## src/rtl/mult_pkg.sv

```systemverilog
// Shared definitions for the sequential shift-add multiplier.
//   mult_state_t : FSM state encoding (IDLE, RUN, FIX, DONE)
//   MAX_WIDTH    : widest operand the multiplier is built for
//   CNT_W        : iteration counter width. It is sized for MAX_WIDTH so it
//                  can hold any legal WIDTH, including WIDTH itself at load.
package mult_pkg;

  typedef enum logic [1:0] {
    IDLE = 2'd0,
    RUN  = 2'd1,
    FIX  = 2'd2,
    DONE = 2'd3
  } mult_state_t;

  localparam int MAX_WIDTH = 64;
  localparam int CNT_W     = $clog2(MAX_WIDTH + 1);

endpackage

```

## src/rtl/mult_seq_add.sv

```systemverilog
// add_n: parametrised WIDTH-bit ripple adder with carry-in and carry-out.
// Ports:
//   a, b  in  WIDTH  addends
//   cin   in  1      carry-in
//   sum   out WIDTH  low WIDTH bits of a + b + cin
//   cout  out 1      carry-out (bit WIDTH of the full sum)
module add_n #(
  parameter int WIDTH = 32
) (
  input  logic [WIDTH-1:0] a,
  input  logic [WIDTH-1:0] b,
  input  logic             cin,
  output logic [WIDTH-1:0] sum,
  output logic             cout
);

  assign {cout, sum} = {1'b0, a} + {1'b0, b} + {{WIDTH{1'b0}}, cin};

endmodule

```

## src/rtl/mult_seq.sv

```systemverilog
// mult_seq: sequential shift-add multiplier, full 2*WIDTH-bit product,
// signed or unsigned per request. Operands are reduced to magnitudes, the
// unsigned product is formed over WIDTH iterations, and a final FIX cycle
// negates the result when the operand signs differ.
// Ports:
//   clk        in  1      rising-edge clock
//   reset      in  1      asynchronous active-low reset
//   start      in  1      request, honoured only when not busy
//   is_signed  in  1      1 = two's-complement operands
//   a, b       in  WIDTH  multiplicand / multiplier
//   busy       out 1      multiply in progress (RUN or FIX)
//   done       out 1      result valid, held until next accepted start
//   prod_hi    out WIDTH  upper half of the product
//   prod_lo    out WIDTH  lower half of the product
// Latency: WIDTH+1 cycles from the accepting edge to done.
module mult_seq
  import mult_pkg::*;
#(
  parameter int WIDTH = 32
) (
  input  logic             clk,
  input  logic             reset,
  input  logic             start,
  input  logic             is_signed,
  input  logic [WIDTH-1:0] a,
  input  logic [WIDTH-1:0] b,
  output logic             busy,
  output logic             done,
  output logic [WIDTH-1:0] prod_hi,
  output logic [WIDTH-1:0] prod_lo
);

  mult_state_t      state;
  mult_state_t      state_nxt;
  logic [WIDTH-1:0] mcand;
  logic [WIDTH-1:0] addend;
  logic [WIDTH-1:0] sum;
  logic             cout;
  logic [CNT_W-1:0] cnt;
  logic             neg;
  logic             accept;
  logic [2*WIDTH-1:0] prod_neg;

  // Two's-complement magnitude. The most negative value maps onto
  // 2^(WIDTH-1), which is still representable as an unsigned WIDTH-bit value.
  function automatic logic [WIDTH-1:0] mag(input logic [WIDTH-1:0] v,
                                           input logic             take);
    logic [WIDTH-1:0] r;
    r = v;
    if (take && v[WIDTH-1]) r = ~v + {{(WIDTH-1){1'b0}}, 1'b1};
    return r;
  endfunction

  assign accept   = start && ((state == IDLE) || (state == DONE));
  assign addend   = prod_lo[0] ? mcand : '0;
  assign prod_neg = ~{prod_hi, prod_lo} + {{(2*WIDTH-1){1'b0}}, 1'b1};

  add_n #(.WIDTH(WIDTH)) u_add (
    .a    (prod_hi),
    .b    (addend),
    .cin  (1'b0),
    .sum  (sum),
    .cout (cout)
  );

  always_ff @(posedge clk or negedge reset) begin
    if (!reset) state <= IDLE;
    else        state <= state_nxt;
  end

  always_comb begin
    state_nxt = state;
    busy      = 1'b0;
    done      = 1'b0;
    case (state)
      IDLE: begin
        if (accept) state_nxt = RUN;
      end
      RUN: begin
        busy = 1'b1;
        // The counter still reads 1 during the last iteration.
        if (cnt == CNT_W'(1)) state_nxt = FIX;
      end
      FIX: begin
        busy      = 1'b1;
        state_nxt = DONE;
      end
      DONE: begin
        done = 1'b1;
        if (accept) state_nxt = RUN;
      end
      default: state_nxt = IDLE;
    endcase
  end

  always_ff @(posedge clk or negedge reset) begin
    if (!reset) begin
      mcand   <= '0;
      prod_hi <= '0;
      prod_lo <= '0;
      neg     <= 1'b0;
      cnt     <= '0;
    end else begin
      case (state)
        IDLE, DONE: begin
          if (accept) begin
            mcand   <= mag(a, is_signed);
            prod_lo <= mag(b, is_signed);
            prod_hi <= '0;
            neg     <= is_signed & (a[WIDTH-1] ^ b[WIDTH-1]);
            cnt     <= CNT_W'(WIDTH);
          end
        end
        RUN: begin
          // Carry-out lands in the top bit so the full sum survives the shift.
          {prod_hi, prod_lo} <= {cout, sum, prod_lo[WIDTH-1:1]};
          cnt                <= cnt - CNT_W'(1);
        end
        FIX: begin
          if (neg) {prod_hi, prod_lo} <= prod_neg;
        end
        default: ;
      endcase
    end
  end

endmodule

```

## config.mk

```make
export PLATFORM = sky130hd
export DESIGN_NAME = mult_seq
export DESIGN_NICKNAME = d
export VERILOG_FILES = /design/src/rtl/mult_pkg.sv /design/src/rtl/mult_seq_add.sv /design/src/rtl/mult_seq.sv
export SDC_FILE = /design/constraint.sdc
export NUM_CORES = 1
export LEC_CHECK = 0
export CAP_MARGIN = 20
export CORE_MARGIN = 10
export CORE_UTILIZATION = 30
export DETAILED_ROUTE_END_ITERATION = 12
export MAX_ROUTING_LAYER = met4
export REMOVE_ABC_BUFFERS = 1
export SLEW_MARGIN = 40
export SYNTH_ARGS = -nofsm -noshare
export SYNTH_HDL_FRONTEND = slang
export SYNTH_SLANG_ARGS = --single-unit
```

## constraint.sdc

```tcl
create_clock -name clk -period 3.85 [get_ports clk]
set_input_delay 0.5775 -clock clk [delete_from_list [all_inputs] [get_ports clk]]
set_output_delay 0.5775 -clock clk [all_outputs]
set_load 0.03 [all_outputs]
```

## Yosys cells after proc, flatten, opt, wreduce, memory -nomap -nowiden

Index checks and enable logic that the tools add are counted.

- Register bits: 106
- Bits in latches: 0
- Bits in writable memories: 0
- Memory bits (read-only): 0
- Input port bits: 68
- Output and inout bits: 66
- Word-level logic and storage cells: 51
- Memories: 0

- $add $sub $neg: 5
- Multiply operators: 0
- Divide/modulo/power cells: 0
- $lt $le $gt $ge: 0
- Eq/ne operators: 7
- Shift-type cells: 0
- Mux-type cells: 16
- Bitwise gates (word level): 5
- Reductions and logical operators: 12

Operators with widths:

| kind | number |
|---|---|
| $mux 32 | 7 |
| $pmux 32 s3 | 2 |
| $add 32x1->32 const B | 2 |
| $add 64x1->64 const B | 1 |
| $not 32->32 | 2 |
| $not 64->64 | 1 |
| $add 32x32->33 | 1 |
| $pmux 7 s2 | 1 |
| $reduce_and 2->1 | 4 |
| $eq 7x1->1 const B | 1 |
| $mux 7 | 1 |
| $sub 7x1->7 const B | 1 |
| $pmux 2 s3 | 1 |
| $eq 2x2->1 const B | 2 |
| $mux 2 | 2 |
| $ne 2x2->1 const B | 2 |
| $reduce_or 2->1 | 2 |
| $logic_and 1x1->1 | 3 |
| $eq 2x1->1 const B | 1 |
| $logic_not 2->1 | 1 |
| $mux 1 | 2 |
| $ne 2x1->1 const B | 1 |
| $reduce_bool 2->1 | 1 |
| $and 1x1->1 | 1 |
| other kinds (2) | 2 |

## Longest topological paths before layout

- Word-level depth: 5
- Gate-level depth with buffers: 12
- Mapped depth without buffers: 12

## Hierarchy

Synthesis repeated with hierarchy kept, for this count alone.

- Cell total of the unflattened synthesis: 1217
- Area, all modules: 9460.3 µm²

By module, submodules not included:

| module | times used | cells each | area an instance (µm²) | sequential area each (µm²) |
|---|---|---|---|---|
| mult_seq | 1 | 973 | 7749.9 | 2652.5 |
| add_n | 1 | 244 | 1710.4 | 0.0 |

## Least setup slack after synthesis

Ideal clock, no wire load.

- Path type: reg2reg
- Start: register prod_lo[3]
- End: register prod_lo[27]
- Library setup time: 131 ps
- Arrival time: 3221 ps
- Data required time: 3719 ps
- Path slack: 499 ps
- Stages on the path, launching flop included: 8
- Buffers on the path: 0
- Clock period less this slack: 3351 ps
- Cell sequence: dfrtp_1 -> or4_4 -> or4_4 -> or3_4 -> or3b_4 -> or4_4 -> a222oi_1 -> o21ai_1

- Word-level cells in the longest chain between the ends: 4

Ends and longest elaborated chain:

| element | line | source |
|---|---|---|
| start, declared | mult_seq.sv:30 | `output logic [WIDTH-1:0] prod_lo` |
| start signal, assigned | mult_seq.sv:108 | `prod_lo <= mag(b, is_signed);` |
| start signal, assigned | mult_seq.sv:116 | `{prod_hi, prod_lo} <= {cout, sum, prod_lo[WIDTH-1:1]};` |
| start signal, assigned | mult_seq.sv:120 | `if (neg) {prod_hi, prod_lo} <= prod_neg;` |
| $not 64->64 | mult_seq.sv:56 | `assign prod_neg = ~{prod_hi, prod_lo} + {{(2*WIDTH-1){1'b0}}, 1'b1};` |
| $add 64x1->64 | mult_seq.sv:56 |  |
| $mux 32 | mult_seq.sv:120 |  |
| $pmux 32 s3 | mult_seq.sv:104 | `case (state)` |

No other way between the ends. The select of a mux whose other input is x is not followed.
A chain may end at the register's enable or synchronous reset.

## Final worst setup path

Same ends and word-level chain as after synthesis.

==> results.tsv <==
stage	metric	value	unit
critical_path	FF-to-FF Start	prod_lo[3]	
power_and_ir_drop	Switching Share	0.512	
sta	post-layout min period	3450	ps
power_and_ir_drop	Seq pwr share	0.267	
cells_and_area	layout cell share with drive strength beyond 1	0.0542	
route	per-cell routed wire length	18.5	µm
route	detailed router's first-iteration violation count	744	
clocking	Skew-Pair Late Insertion Delay	360	ps
clocking	CTS-repair resized insts	0	
route	via-per-instance ratio	5.53	
route	post-route ant nets	0	
clocking	Num Clock Sinks	106	
floorplan	Ports	134	
logic_synthesis	Synth Instances	1161	
floorplan	die area	37200	µm²
sta	Fmax	0.290	GHz
global_route	largest net degree at the start of global routing	69	
global_route	initial antenna violation count	0	
logic_synthesis	main area contributors after synthesis	dfrtp_1 30%, o21ai_0 8.6%, xnor2_1 6.1%, ha_1 5.7%, nand2_1 5.1%	
min_path	Min-Delay Path Class	in -> async	
cells_and_area	fillcell total	3052	
power_and_ir_drop	P_leak	0.00451	µW
clocking	CTS max path bufs	2	
job	Max-Cap Viols	0	
cells_and_area	most common cell after layout, fill and taps aside	o21ai_0	
clocking	Hold-fix buffers, CTS	0	
sta	Tcrit/Tclk final	0.895	
power_and_ir_drop	Sw Pwr	4410	µW
global_route	gr ovfl total	0	
sta	Hold Vio Cnt, Final	0	
logic_synthesis	Synth cell types	72	
critical_path	Worst setup SP type	flip-flop	
sta	Slew HR	0.513	
status	status	complete, no violations	
sta	clk_skew	12.6	ps
cells_and_area	register area	2650	µm²
critical_path	Setup crit end kind	flip-flop	
floorplan	Initial Util	0.304	
power_and_ir_drop	clock share of power	0.115	
global_route	first-pass GRT wire length	48500	µm
floorplan	Die Width	193	µm
power_and_ir_drop	VDD IR max	0.280	mV
clocking	H-tree level count	3	
logic_synthesis	cell area after synthesis	8970	µm²
global_route	vias in the first global route	8783	
route	drt drc	0	
clocking	Clock Tree Root	clkbuf_16	
critical_path	Required @ worst endpoint	4070	ps
cells_and_area	fin area	11100	µm²
logic_synthesis	Top FF cell, synth	dfrtp_1	
cells_and_area	ant diodes	0	
cells_and_area	synthesis-to-layout area growth	23.6	%
logic_synthesis	Yosys reg bits	106	
clocking	CTS tree	built	
critical_path	Worst R2R Setup Slack	400	ps
power_and_ir_drop	combinational power share	0.617	
critical_path	critical path arrival	3660	ps
logic_synthesis	EDFF count, synth	0	
clocking	post-CTS setup buffers	0	
cells_and_area	commonest cells after routing, fill and taps aside	155 x o21ai_0, 132 x clkdlybuf4s50_1, 120 x nand2_1	
sta	Slew Limit Fails	0	
power_and_ir_drop	pwr dens	776	nW/µm²
logic_synthesis	asr flop ratio synth	1.00	
place	DP Area	10800	µm²
sta	Worst-Margin Slew	730	ps
cells_and_area	Final Util	0.375	
floorplan	# rows	63	
critical_path	WS Path Type	reg -> reg	
critical_path	FF-to-FF End	prod_lo[27]	
logic_synthesis	Avg Cell Area, Syn	7.73	µm²
route	drt total wl	30700	µm
place	hpwl dp	22900	µm
logic_synthesis	share of the yosys chip area belonging to registers	0.296	
sta	final setup fails	0	
global_route	GRT Total Usage	0.167	
cells_and_area	Nets	1379	
clocking	CTS Buf Count	9	
critical_path	Crit Path Max Fanout	7	
floorplan	core area	29600	µm²
logic_synthesis	Synth Warn #	0	
clocking	CTS clk-pin slew, worst paths	80	ps
place	routability-driven placement congestion ratio	0.912	
critical_path	Reg2Reg Depth	7	
sta	RSZ-0062 raised after global routing	no	
floorplan	Die Ht	193	µm
power_and_ir_drop	Power Internal	4200	µW
route	via count	9202	
logic_synthesis	post-synth top area share	0.296	
cells_and_area	footprint of the multi-input gates	6020	µm²
logic_synthesis	area leader, netlist	dfrtp_1	
route	TritonRoute pass-1 iters	8	
place	port buffer count	133	
## worst max path at each step
stage	start	endpoint	cells past startpoint
2_1_floorplan	state[0]	prod_hi[28]	10
3_3_place_gp	b[2]	prod_lo[28]	9
3_5_place_dp	b[4]	prod_lo[28]	9
4_1_cts	prod_lo[3]	prod_lo[27]	7
5_1_grt	prod_lo[0]	prod_hi[27]	13
6_report	prod_lo[3]	prod_lo[27]	7
## power groups by stage
| stage | clock, µW | sequential [µW] | combinational, µW |
|---|---|---|---|
| after floorplan | 0 | 2690 | 2900 |
| after global placement | 0 | 2300 | 5260 |
| after detailed placement | 0 | 2310 | 5320 |
| after CTS | 1010 | 2300 | 5330 |
| after global routing | 1060 | 2400 | 5890 |
| final | 994 | 2300 | 5320 |
## worst max-delay path, cell delays in order, from the launching register on
cell,delay [ps]
dfrtp_1,450
or4_4,600
or4_4,580
or3_4,360
or3b_4,400
or4_4,490
a222oi_1,330
o21ai_1,100
## state kept, by name (all words and copies together), names as in the netlist
name,cells
prod_lo,32
state,2
prod_hi,32
neg,1
mcand,32
cnt,7
## routing by layer
layer | vias up | global-route usage | routed length [µm]
met1 | 4412 | 0.221 | 14100
met4 | 0 | 0.0432 | 556
met3 | 38 | 0.0245 | 1880
met5 | - | - | 0
met2 | 308 | 0.262 | 14200
li1 | 4444 | - | -
## Yosys cell counts, types with 4 or more instances
library cell,number
dfrtp_1,106
a222oi_1,12
xor2_1,34
mux2i_1,7
a31oi_1,11
nand3_1,18
a21oi_1,83
o21ai_0,155
xnor2_1,62
o211ai_1,5
or2_2,11
o31ai_1,12
o221ai_1,7
a22oi_1,10
nor2b_1,11
inv_1,31
nand3b_1,4
clkbuf_1,53
o41ai_1,5
o22ai_1,5
ha_1,41
a221oi_1,12
nand4_1,6
nor3b_1,4
nor4_1,11
nand2b_1,12
or4_1,7
nor3_1,58
and3_1,14
nand2_1,122
nor2_1,94
or3_1,14
and2_1,40
a21o_1,18
a211oi_1,9
## cell families (layout without fill, tap and decap cells)
group / Yosys count / in the layout / share of synthesized area
DFF: 106 / 106 / 0.296
AOI/OAI and AO/OA: 380 / 380 / 0.261
xor gates and xnor gates: 96 / 96 / 0.0937
buffers and inverters: 90 / 203 / 0.0389
muxes: 7 / 7 / 0.00781
adders and majority gates: 42 / 42 / 0.0594
and+or+nand+nor: 440 / 440 / 0.243
## metrics by stage
stage | hold slack, ps | TNS (ps) | setup WS, ps | instances | power (µW)
after floorplan | 282 | -22570 | -980 | 1103 | 5590
after global placement | 455 | 0 | 456 | 1648 | 7560
after detailed placement | 467 | 0 | 405 | 1648 | 7630
after CTS | 354 | 0 | 425 | 1664 | 8640
after global routing | 251 | 0 | 178 | 1664 | 9350
final | 202 | 0 | 403 | 1664 | 8610
## area by class of cell
| cell class | count | share of cell area |
|---|---|---|
| flip-flops and latches | 106 | 0.239 |
| inverters | 32 | 0.0108 |
| clock inverters | 7 | 0.00699 |
| repair buffers | 155 | 0.136 |
| clock buffers | 9 | 0.0203 |
| multi-input cells | 965 | 0.543 |
| well taps | 390 | 0.0440 |
Note: power is estimated with default switching activity, not from simulation.
